`config.mk`:
```
export PLATFORM = sky130hd
export DESIGN_NAME = cdb_arbiter
export DESIGN_NICKNAME = d
export VERILOG_FILES = /design/src/rtl/cdb_arbiter_pkg.sv /design/src/rtl/cdb_fu_fifo.sv /design/src/rtl/cdb_arbiter.sv
export SDC_FILE = /design/constraint.sdc
export NUM_CORES = 1
export LEC_CHECK = 0
export ABC_CLOCK_PERIOD_IN_PS = 5950
export BUFFER_PORTS_ARGS = -buffer_cell sky130_fd_sc_hd__buf_2
export CAP_MARGIN = 20
export CELL_PAD_IN_SITES_DETAIL_PLACEMENT = 0
export CELL_PAD_IN_SITES_GLOBAL_PLACEMENT = 1
export CORE_MARGIN = 5
export CORE_UTILIZATION = 45
export DETAILED_ROUTE_END_ITERATION = 8
export HOLD_SLACK_MARGIN = 0.03
export PLACE_DENSITY = 0.81
export SLEW_MARGIN = 20
export SYNTH_ARGS = -nofsm -noshare
export SYNTH_HDL_FRONTEND = slang
export SYNTH_SLANG_ARGS = --single-unit
```
`constraint.sdc`:
```
create_clock -name clk -period 5.95 [get_ports clk]
set_input_delay 1.19 -clock clk [delete_from_list [all_inputs] [get_ports clk]]
set_output_delay 1.19 -clock clk [all_outputs]
set_load 0.03 [all_outputs]
```
`src/rtl/cdb_arbiter_pkg.sv`:
```
// Shared CDB structs: ROB id width, result data width and the packet
// carried from a functional unit to the common data bus.
package cdb_arbiter_pkg;

  localparam int ROB_SIZE_CLOG = 6;
  localparam int DATA_LEN      = 32;

  typedef struct packed {
    logic [ROB_SIZE_CLOG-1:0] robid;
    logic [DATA_LEN-1:0]      data;
  } cdb_pkt_t;

endpackage

```
`src/rtl/cdb_fu_fifo.sv`:
```
// Per-FU result FIFO. Pointers carry one extra wrap bit so full and empty
// can be told apart without a separate counter. Flush empties the FIFO at
// the edge and wins over any push or pop in that cycle.
module cdb_fu_fifo
  import cdb_arbiter_pkg::*;
#(
  parameter int BUF_DEPTH = 2
) (
  input  logic     clk,
  input  logic     rst_n,
  input  logic     flush,
  input  logic     push,
  input  logic     pop,
  input  cdb_pkt_t din,
  output logic     full,
  output logic     empty,
  output cdb_pkt_t head
);

  localparam int AW = $clog2(BUF_DEPTH);
  localparam int PW = AW + 1;

  cdb_pkt_t        mem [BUF_DEPTH];
  logic [PW-1:0]   wr_ptr;
  logic [PW-1:0]   rd_ptr;
  logic            do_push;
  logic            do_pop;

  assign empty   = (wr_ptr == rd_ptr);
  assign full    = (wr_ptr[AW] != rd_ptr[AW]) && (wr_ptr[AW-1:0] == rd_ptr[AW-1:0]);
  assign do_push = push && !full && !flush;
  assign do_pop  = pop && !empty && !flush;
  assign head    = mem[rd_ptr[AW-1:0]];

  // Pointer update: flush resets both pointers, otherwise advance on push/pop.
  always_ff @(posedge clk or negedge rst_n) begin
    if (!rst_n) begin
      wr_ptr <= '0;
      rd_ptr <= '0;
    end else if (flush) begin
      wr_ptr <= '0;
      rd_ptr <= '0;
    end else begin
      if (do_push) wr_ptr <= wr_ptr + 1'b1;
      if (do_pop)  rd_ptr <= rd_ptr + 1'b1;
    end
  end

  // Storage array needs no reset: contents are only read while non-empty.
  always_ff @(posedge clk) begin
    if (do_push) mem[wr_ptr[AW-1:0]] <= din;
  end

endmodule

```
`src/rtl/cdb_arbiter.sv`:
```
// CDB transmit arbiter: one FIFO per functional unit, round-robin grant of
// one result per cycle, registered broadcast onto the CDB.
// Optional feature macro: CDB_ARB_STALL_CNT_EN adds a saturating stall counter.
module cdb_arbiter
  import cdb_arbiter_pkg::*;
#(
  parameter int NUM_FU    = 4,
  parameter int BUF_DEPTH = 2
) (
  input  logic                                clk,
  input  logic                                rst_n,
  input  logic                                flush,
  input  logic [NUM_FU-1:0]                   fu_v,
  input  logic [NUM_FU-1:0][ROB_SIZE_CLOG-1:0] fu_robid,
  input  logic [NUM_FU-1:0][DATA_LEN-1:0]     fu_data,
  output logic [NUM_FU-1:0]                   fu_rdy,
  output logic                                cdb_v,
  output logic [ROB_SIZE_CLOG-1:0]            cdb_robid,
  output logic [DATA_LEN-1:0]                 cdb_data
`ifdef CDB_ARB_STALL_CNT_EN
  ,
  output logic [31:0]                         stall_cnt
`endif
);

  localparam int PTR_W = $clog2(NUM_FU);

  logic [NUM_FU-1:0] full;
  logic [NUM_FU-1:0] empty;
  logic [NUM_FU-1:0] pop;
  cdb_pkt_t          din  [NUM_FU];
  cdb_pkt_t          head [NUM_FU];
  logic [PTR_W-1:0]  rr_ptr;
  logic [PTR_W-1:0]  win;
  logic [PTR_W-1:0]  next_ptr;
  logic              any_cand;

  assign fu_rdy = ~full;

  for (genvar i = 0; i < NUM_FU; i++) begin : g_fifo
    assign din[i] = '{robid: fu_robid[i], data: fu_data[i]};
    assign pop[i] = any_cand && (win == PTR_W'(i));

    cdb_fu_fifo #(.BUF_DEPTH(BUF_DEPTH)) u_fifo (
      .clk   (clk),
      .rst_n (rst_n),
      .flush (flush),
      .push  (fu_v[i]),
      .pop   (pop[i]),
      .din   (din[i]),
      .full  (full[i]),
      .empty (empty[i]),
      .head  (head[i])
    );
  end

  // Round-robin search: first non-empty FIFO at or after rr_ptr, wrapping.
  always_comb begin
    int idx;
    any_cand = 1'b0;
    win      = '0;
    idx      = 0;
    for (int k = 0; k < NUM_FU; k++) begin
      idx = int'(rr_ptr) + k;
      if (idx >= NUM_FU) idx = idx - NUM_FU;
      if (!empty[idx] && !any_cand) begin
        any_cand = 1'b1;
        win      = idx[PTR_W-1:0];
      end
    end
  end

  assign next_ptr = (win == PTR_W'(NUM_FU - 1)) ? '0 : win + 1'b1;

  // Broadcast register and RR pointer; robid/data hold when nothing is granted.
  always_ff @(posedge clk or negedge rst_n) begin
    if (!rst_n) begin
      cdb_v     <= 1'b0;
      cdb_robid <= '0;
      cdb_data  <= '0;
      rr_ptr    <= '0;
    end else if (flush) begin
      cdb_v  <= 1'b0;
      rr_ptr <= '0;
    end else begin
      cdb_v <= any_cand;
      if (any_cand) begin
        cdb_robid <= head[win].robid;
        cdb_data  <= head[win].data;
        rr_ptr    <= next_ptr;
      end
    end
  end

`ifdef CDB_ARB_STALL_CNT_EN
  logic stall_evt;
  assign stall_evt = (|(fu_v & ~fu_rdy)) || ($countones(~empty) > 1);

  // Saturating count of cycles where a result had to wait; flush does not clear it.
  always_ff @(posedge clk or negedge rst_n) begin
    if (!rst_n) begin
      stall_cnt <= '0;
    end else if (stall_evt && (stall_cnt != 32'hFFFF_FFFF)) begin
      stall_cnt <= stall_cnt + 32'd1;
    end
  end
`endif

  // A push into a full FIFO is a protocol error by the functional unit.
  assert property (@(posedge clk) disable iff (!rst_n) !(|(fu_v & ~fu_rdy)));

endmodule

```
# [Word-level counts from Yosys, hierarchy flattened]
# Memory sizes are Yosys's and may differ from the RTL's.
# Index checks and enable logic that the tools add are counted.
[totals] romBits=0 wordCells=166 register_bits=57 ramBits=304 latchBits=0 n_memories=4
[op_classes] mul=0 div_mod_pow=0 muxes=55 shift=0 bitwise_logic=3 n_reduce_logical=52 n_lt_le_gt_ge=9 addsub=16 n_eq_ne=15
[memory_table] memory="g_fifo[0].u_fifo.mem" depth=2 width=38 read_ports=1 rd_ports_with_merged_regs=0 write_ports=1 line_no="cdb_fu_fifo.sv:23" text="cdb_pkt_t mem [BUF_DEPTH];"
[memory_table] memory="g_fifo[1].u_fifo.mem" depth=2 width=38 read_ports=1 rd_ports_with_merged_regs=0 write_ports=1 line_no="cdb_fu_fifo.sv:23"
[memory_table] memory="g_fifo[2].u_fifo.mem" depth=2 width=38 read_ports=1 rd_ports_with_merged_regs=0 write_ports=1 line_no="cdb_fu_fifo.sv:23"
[memory_table] memory="g_fifo[3].u_fifo.mem" depth=2 width=38 read_ports=1 rd_ports_with_merged_regs=0 write_ports=1 line_no="cdb_fu_fifo.sv:23"
[op_table] op="< comparator 32 x 4 -> 1 bit (second input constant)" n=4
[op_table] op="two-way mux 32 bit" n=4
[op_table] op="binary-select mux 38 bit (select 2 bit)" n=1
[op_table] op="two-way mux 38 bit" n=2
[op_table] op="two-way mux 2 bit" n=23
[op_table] op="logical AND 1 bit" n=27
[op_table] op="two-way mux 1 bit" n=21
[op_table] op="adder 2 x 1 -> 2 bit (second input constant)" n=9
[op_table] op="nonzero test 2 bit" n=9
[op_table] op="logical NOT 1 bit" n=14
[op_table] op=">= comparator 3 bit (second input constant)" n=4
[op_table] op="subtractor 3 x 3 -> 4 bit (second input constant)" n=3
[op_table] op="binary-select mux 1 bit (select 2 bit)" n=4
[op_table] op="equality test 2 bit" n=4
[op_table] op="adder 2 x 2 -> 3 bit (second input constant)" n=2
[op_table] op="equality test 1 bit" n=4
[op_table] op="equality test 2 bit (second input constant)" n=2
[op_table] op="!= test 1 bit" n=4
[op_table] op="inverter 4 bit" n=1
[op_table] op="subtractor 2 x 3 -> 4 bit (second input constant)" n=1
[op_table] op="adder 2 x 1 -> 3 bit (second input constant)" n=1
[op_table] op=">= comparator 2 x 3 -> 1 bit (second input constant)" n=1
[op_table] op="inverter 2 -> 3 bit" n=1
[op_table] op="equality test 2 x 1 -> 1 bit (second input constant)" n=1
[op_table] op="3 further kinds" n=3

# [Logic depth before layout (Yosys ltp)]
[depth] depth_word=21 mapped_depth=12 depth_no_buf=9

# [Cells and area by module]
# Synthesis repeated with hierarchy kept, for this count alone.
[hier_totals] cells_unflattened=841 hier_area_um2=14619.0
[modules_own_cells] module="cdb_fu_fifo at g_fifo[1].u_fifo ..." cells_per_inst=149 area_per_inst_um2=3002.9 n_inst=2 seq_area_each_um2=2382.3
[modules_own_cells] module="cdb_fu_fifo at g_fifo[0].u_fifo" cells_per_inst=149 area_per_inst_um2=3021.6 n_inst=1 seq_area_each_um2=2382.3
[modules_own_cells] module="cdb_fu_fifo at g_fifo[2].u_fifo" cells_per_inst=150 area_per_inst_um2=3019.1 n_inst=1 seq_area_each_um2=2382.3
[modules_own_cells] module="cdb_arbiter" cells_per_inst=244 area_per_inst_um2=2572.5 n_inst=1 seq_area_each_um2=1026.0

# [Least setup slack after synthesis]
# OpenSTA, ideal clock, no wires.
[synth_timing] kind="in2reg" start="input flush" end="memory g_fifo[1].u_fifo.mem[0][0] (netlist name) (enable)" required_time_ps=5470 setup_slack_ps=1208 cell_stages=3 setup_time_ps=480 arrival_ps=4262 path_cell_list="buf_1 clkbuf_1 nor3_1"
[synth_between] elab_chain_len=4
[synth_rtl] element="start: declaration" line_no="cdb_arbiter.sv:12" text="input logic flush,"
[synth_rtl] element="logical NOT 1 bit" line_no="cdb_fu_fifo.sv:31" text="assign do_push = push && !full && !flush;"
[synth_rtl] element="logical AND 1 bit" line_no="cdb_fu_fifo.sv:31"
[synth_rtl] element="two-way mux 1 bit" line_no="cdb_fu_fifo.sv:51" text="if (do_push) mem[wr_ptr[AW-1:0]] <= din;"
[synth_rtl] element="two-way mux 1 bit (not written as such)" line_no="cdb_fu_fifo.sv:51"
[synth_rtl] element="end: declaration" line_no="cdb_fu_fifo.sv:23"
# No other way between the ends.

# [Worst setup path after layout]
[layout_timing] start="register g_fifo[1].u_fifo.rd_ptr[0]" end="output fu_rdy[1]"
[layout_between] elab_chain_len=3
[layout_rtl] element="start: declaration" line_no="cdb_fu_fifo.sv:25" text="logic [PW-1:0] rd_ptr;"
[layout_rtl] element="start signal: assignment" line_no="cdb_fu_fifo.sv:45" text="if (do_pop) rd_ptr <= rd_ptr + 1'b1;"
[layout_rtl] element="equality test 1 bit" line_no="cdb_fu_fifo.sv:30" text="assign full = (wr_ptr[AW] != rd_ptr[AW]) && (wr_ptr[AW-1:0] == rd_ptr[AW-1:0]);"
[layout_rtl] element="logical AND 1 bit" line_no="cdb_fu_fifo.sv:30"
[layout_rtl] element="inverter 4 bit" line_no="cdb_arbiter.sv:38" text="assign fu_rdy = ~full;"
[layout_rtl] element="end: declaration" line_no="cdb_arbiter.sv:16" text="output logic [NUM_FU-1:0] fu_rdy,"
# No other way between the ends.

==> flow_summary_export.csv <==
group,metric,value,unit
route,dr_wl_met2,18.1,mm
cts,cts_buffer_depth,3,
setup_path,crit_family,"flip-flops",
cells_and_area,drive_gt1_frac,0.321,
logic_synthesis,synth_fp_nets,1053,
grt,grt.total_usage,0.197,
cts,clock_latency,0.53,ns
logic_synthesis,ys_warn_count,0,
grt,antenna_found_initial,1,
sta,setup_ws,2.78,ns
logic_synthesis,postSynthCellCount,893,
place,gp_congestion,0.852,
job,drv_cap,0,
setup_path,cp-endpoint,"fu_rdy[1]",
grt,grt_pass1_vias,8922,
cts,postCtsResizedCells,0,
setup_path,path_max_fanout,43,
setup_path,cp.required,4.76,ns
cts,htreeDepth,2,
setup_path,crit_buf_inv,1,
logic_synthesis,synth_enable_flop_cells,304,
grt,grt_pass1_wl,53.4,mm
die,dieArea,0.0358,mm²
route,drt_iter0_markers,758,
place,port_buffers,201,
die,num_rows,65,
die,initial_utilization,0.457,
logic_synthesis,synth.cells.most_frequent,"edfxtp_1 (304), mux2i_1 (90), o21ai_0 (66)",
cells_and_area,areaGrowthSynthToFinish,18.3,%
cts,cts_root_buf,"clkbuf_16",
logic_synthesis,ys_ff_latch,361,
worst_hold_path,hold_path.class,"flop to flop",
place,dp_hpwl,24.7,mm
sta,setup_viol,0,
setup_path,end_kind,"output port",
setup_path,r2r-start,"g_fifo[1].u_fifo.rd_ptr[0]",
sta,fmax,316,MHz
cts,clock-sinks,361,
logic_synthesis,synth_top_cell_by_area,"edfxtp_1",
setup_path,ff2ff_path_depth,8,
cts,hold_buffers,0,
die,die_h,189,µm
sta,slew_headroom,0.325,
sta,finalHoldViolations,0,
setup_path,path_cells,"xnor2_1 > nand2_1 > buf_2",
logic_synthesis,synth_flop_cell,"edfxtp_1",
setup_path,reg2reg_to,"cdb_data[12]",
logic_synthesis,synth_cell_types,46,
run_status,status,"completed",
sta,worst_pin_slew,1.01,ns
logic_synthesis,yosysMostFrequentCell,"edfxtp_1",
sta,fin_tns_setup,0,ns
route,met3_length,2.69,mm
cts,post_cts_buffers,0,
logic_synthesis,avgSynthCellArea,16.2,µm²
grt,grt-ovfl-total,0,
setup_path,reg2reg_slack,2.78,ns
sta,slew_violations,0,
grt,grt_max_degree,58,
power_and_ir_drop,power_density,509,mW/mm²
route,drt_pre_antenna_iters,5,
cts,cts_tree,"yes",
cells_and_area,fin_nets,1256,
route,post_drt_wl_per_cell,23.4,µm
sta,rsz0062_at_grt,"false",
route,vias,8510,
setup_path,crit_type,"flop to output port",
logic_synthesis,synth_top_area_frac,0.632,
cells_and_area,antennaDiodeCount,0,
place,pre_cts_ws,2.40,ns
cells_and_area,fillers,2619,
sta,finalCritPeriodShare,0.533,
die,core_region_area,0.0316,mm²
cts,clk_pin_slew,0.06,ns
route,drc,0,
setup_path,arrival,1.98,ns
power_and_ir_drop,peakVddDrop,0.380,mV
setup_path,startpoint_type,"flop",
route,viasPerCell,5.57,
route,highest_layer,"met5",
sta,period_needed,3.17,ns
setup_path,crit_slowest_cell,"dfrtp_4",
setup_path,worst-path-stages,3,
cts,numCtsBuffers,38,
logic_synthesis,async_reset_ff_frac,0.158,
route,met1_length,14.1,mm
logic_synthesis,syn-cell-area,0.0144,mm²
setup_path,startpoint,"g_fifo[1].u_fifo.rd_ptr[0]",
route,ant_nets,0,
die,dieWidth,189,µm
route,finalWirelength,35.7,mm
power_and_ir_drop,p_leak,0.00607,µW
die,io_pins,202,
setup_path,cpPeakStageDelay,0.85,ns
sta,clock_skew,0.0127,ns
logic_synthesis,yosysSeqAreaShare,0.731,
logic_synthesis,yosys-top-cells-area,"edfxtp_1 (63%), dfrtp_1 (9.9%), mux2i_1 (6.2%)",
per-layer routing:
| layer | GRT usage | vias to the layer above |
|---|---|---|
| met5 | 0 | - |
| met2 | 0.337 | 329 |
| met3 | 0.0426 | 50 |
| met1 | 0.256 | 4243 |
| li1 | - | 3886 |
| met4 | 0.0541 | 2 |
logic make-up (layout without fill, tap and decap cells):
logic type                 count (synthesis)  count (layout)  synth area share
adders and majority gates                  1               1          0.000866
buffers and inverters                     66             299            0.0207
DFF                                      361             361             0.731
xor gates and xnor gates                  23              23            0.0150
and+or+nand+nor                          116             116            0.0395
muxes                                    153             153             0.111
AOI/OAI and AO/OA                        173             173            0.0818
tightest hold or removal path, stage by stage, from the launching register on:
cell and delay [ns]:
dfrtp_1 0.33, nand2_1 0.05, o211ai_1 0.07
metrics by stage:
stage	std cells	hold slack [ns]	util	total power, µW	area (µm²)
final	1528	0.488	0.540	8700	17100
after global routing	1528	0.522	0.540	9140	17100
after CTS	1528	0.493	0.540	8780	17100
after detailed placement	1458	0.479	0.503	6560	15900
after global placement	1458	0.474	0.503	6480	15900
after floorplan	893	0.523	-	5570	14400
flip-flops by register name (all words and copies together), names as in the netlist:
register,flops
cdb_v,1
cdb_robid,6
g_fifo.u_fifo.mem,304
rr_ptr,2
g_fifo.u_fifo.wr_ptr,8
cdb_data,32
g_fifo.u_fifo.rd_ptr,8
cell type report:
type / instances / area [µm²] / share of cell area
inverters: 5 / 18.8 / 0.00110
multi-input cells: 466 / 3660 / 0.214
clock inverters: 17 / 151 / 0.00886
repair buffers: 224 / 1180 / 0.0690
flip-flops and latches: 361 / 10600 / 0.618
clock buffers: 53 / 1010 / 0.0589
well taps: 402 / 503 / 0.0294
where the power goes:
part | switching, µW | leakage (µW) | total, µW | internal (µW)
sequential | 212 | 0.00350 | 3320 | 3110
combinational | 2130 | 0.00200 | 3150 | 1030
clock | 940 | 0.000564 | 2220 | 1280
total | 3280 | 0.00607 | 8700 | 5420
placed cells by master (no fill, tap or decap), types with 10 or more instances in the layout:
cell type  count
nor2_1        17
nand3_1       25
o21ai_0       66
a21oi_1       10
clkbuf_16     38
dfrtp_1       53
o211ai_1      62
mux2_2        63
mux2i_1       90
xor2_1        16
buf_4         23
edfxtp_1     304
nand2_1       40
buf_2        201
clkbuf_1      15
worst min-delay path by stage:
stage	depth (start not counted)	endpoint	start
final	2	cdb_data[6]	cdb_data[6]
after CTS	2	cdb_data[6]	cdb_data[6]
after floorplan	2	g_fifo[1].u_fifo.wr_ptr[1]	g_fifo[1].u_fifo.wr_ptr[1]
after detailed placement	2	cdb_data[6]	cdb_data[6]
after global placement	2	cdb_robid[4]	cdb_robid[4]
after global routing	1	cdb_data[0]	cdb_data[0]
Power figures use the tool's default switching activity.
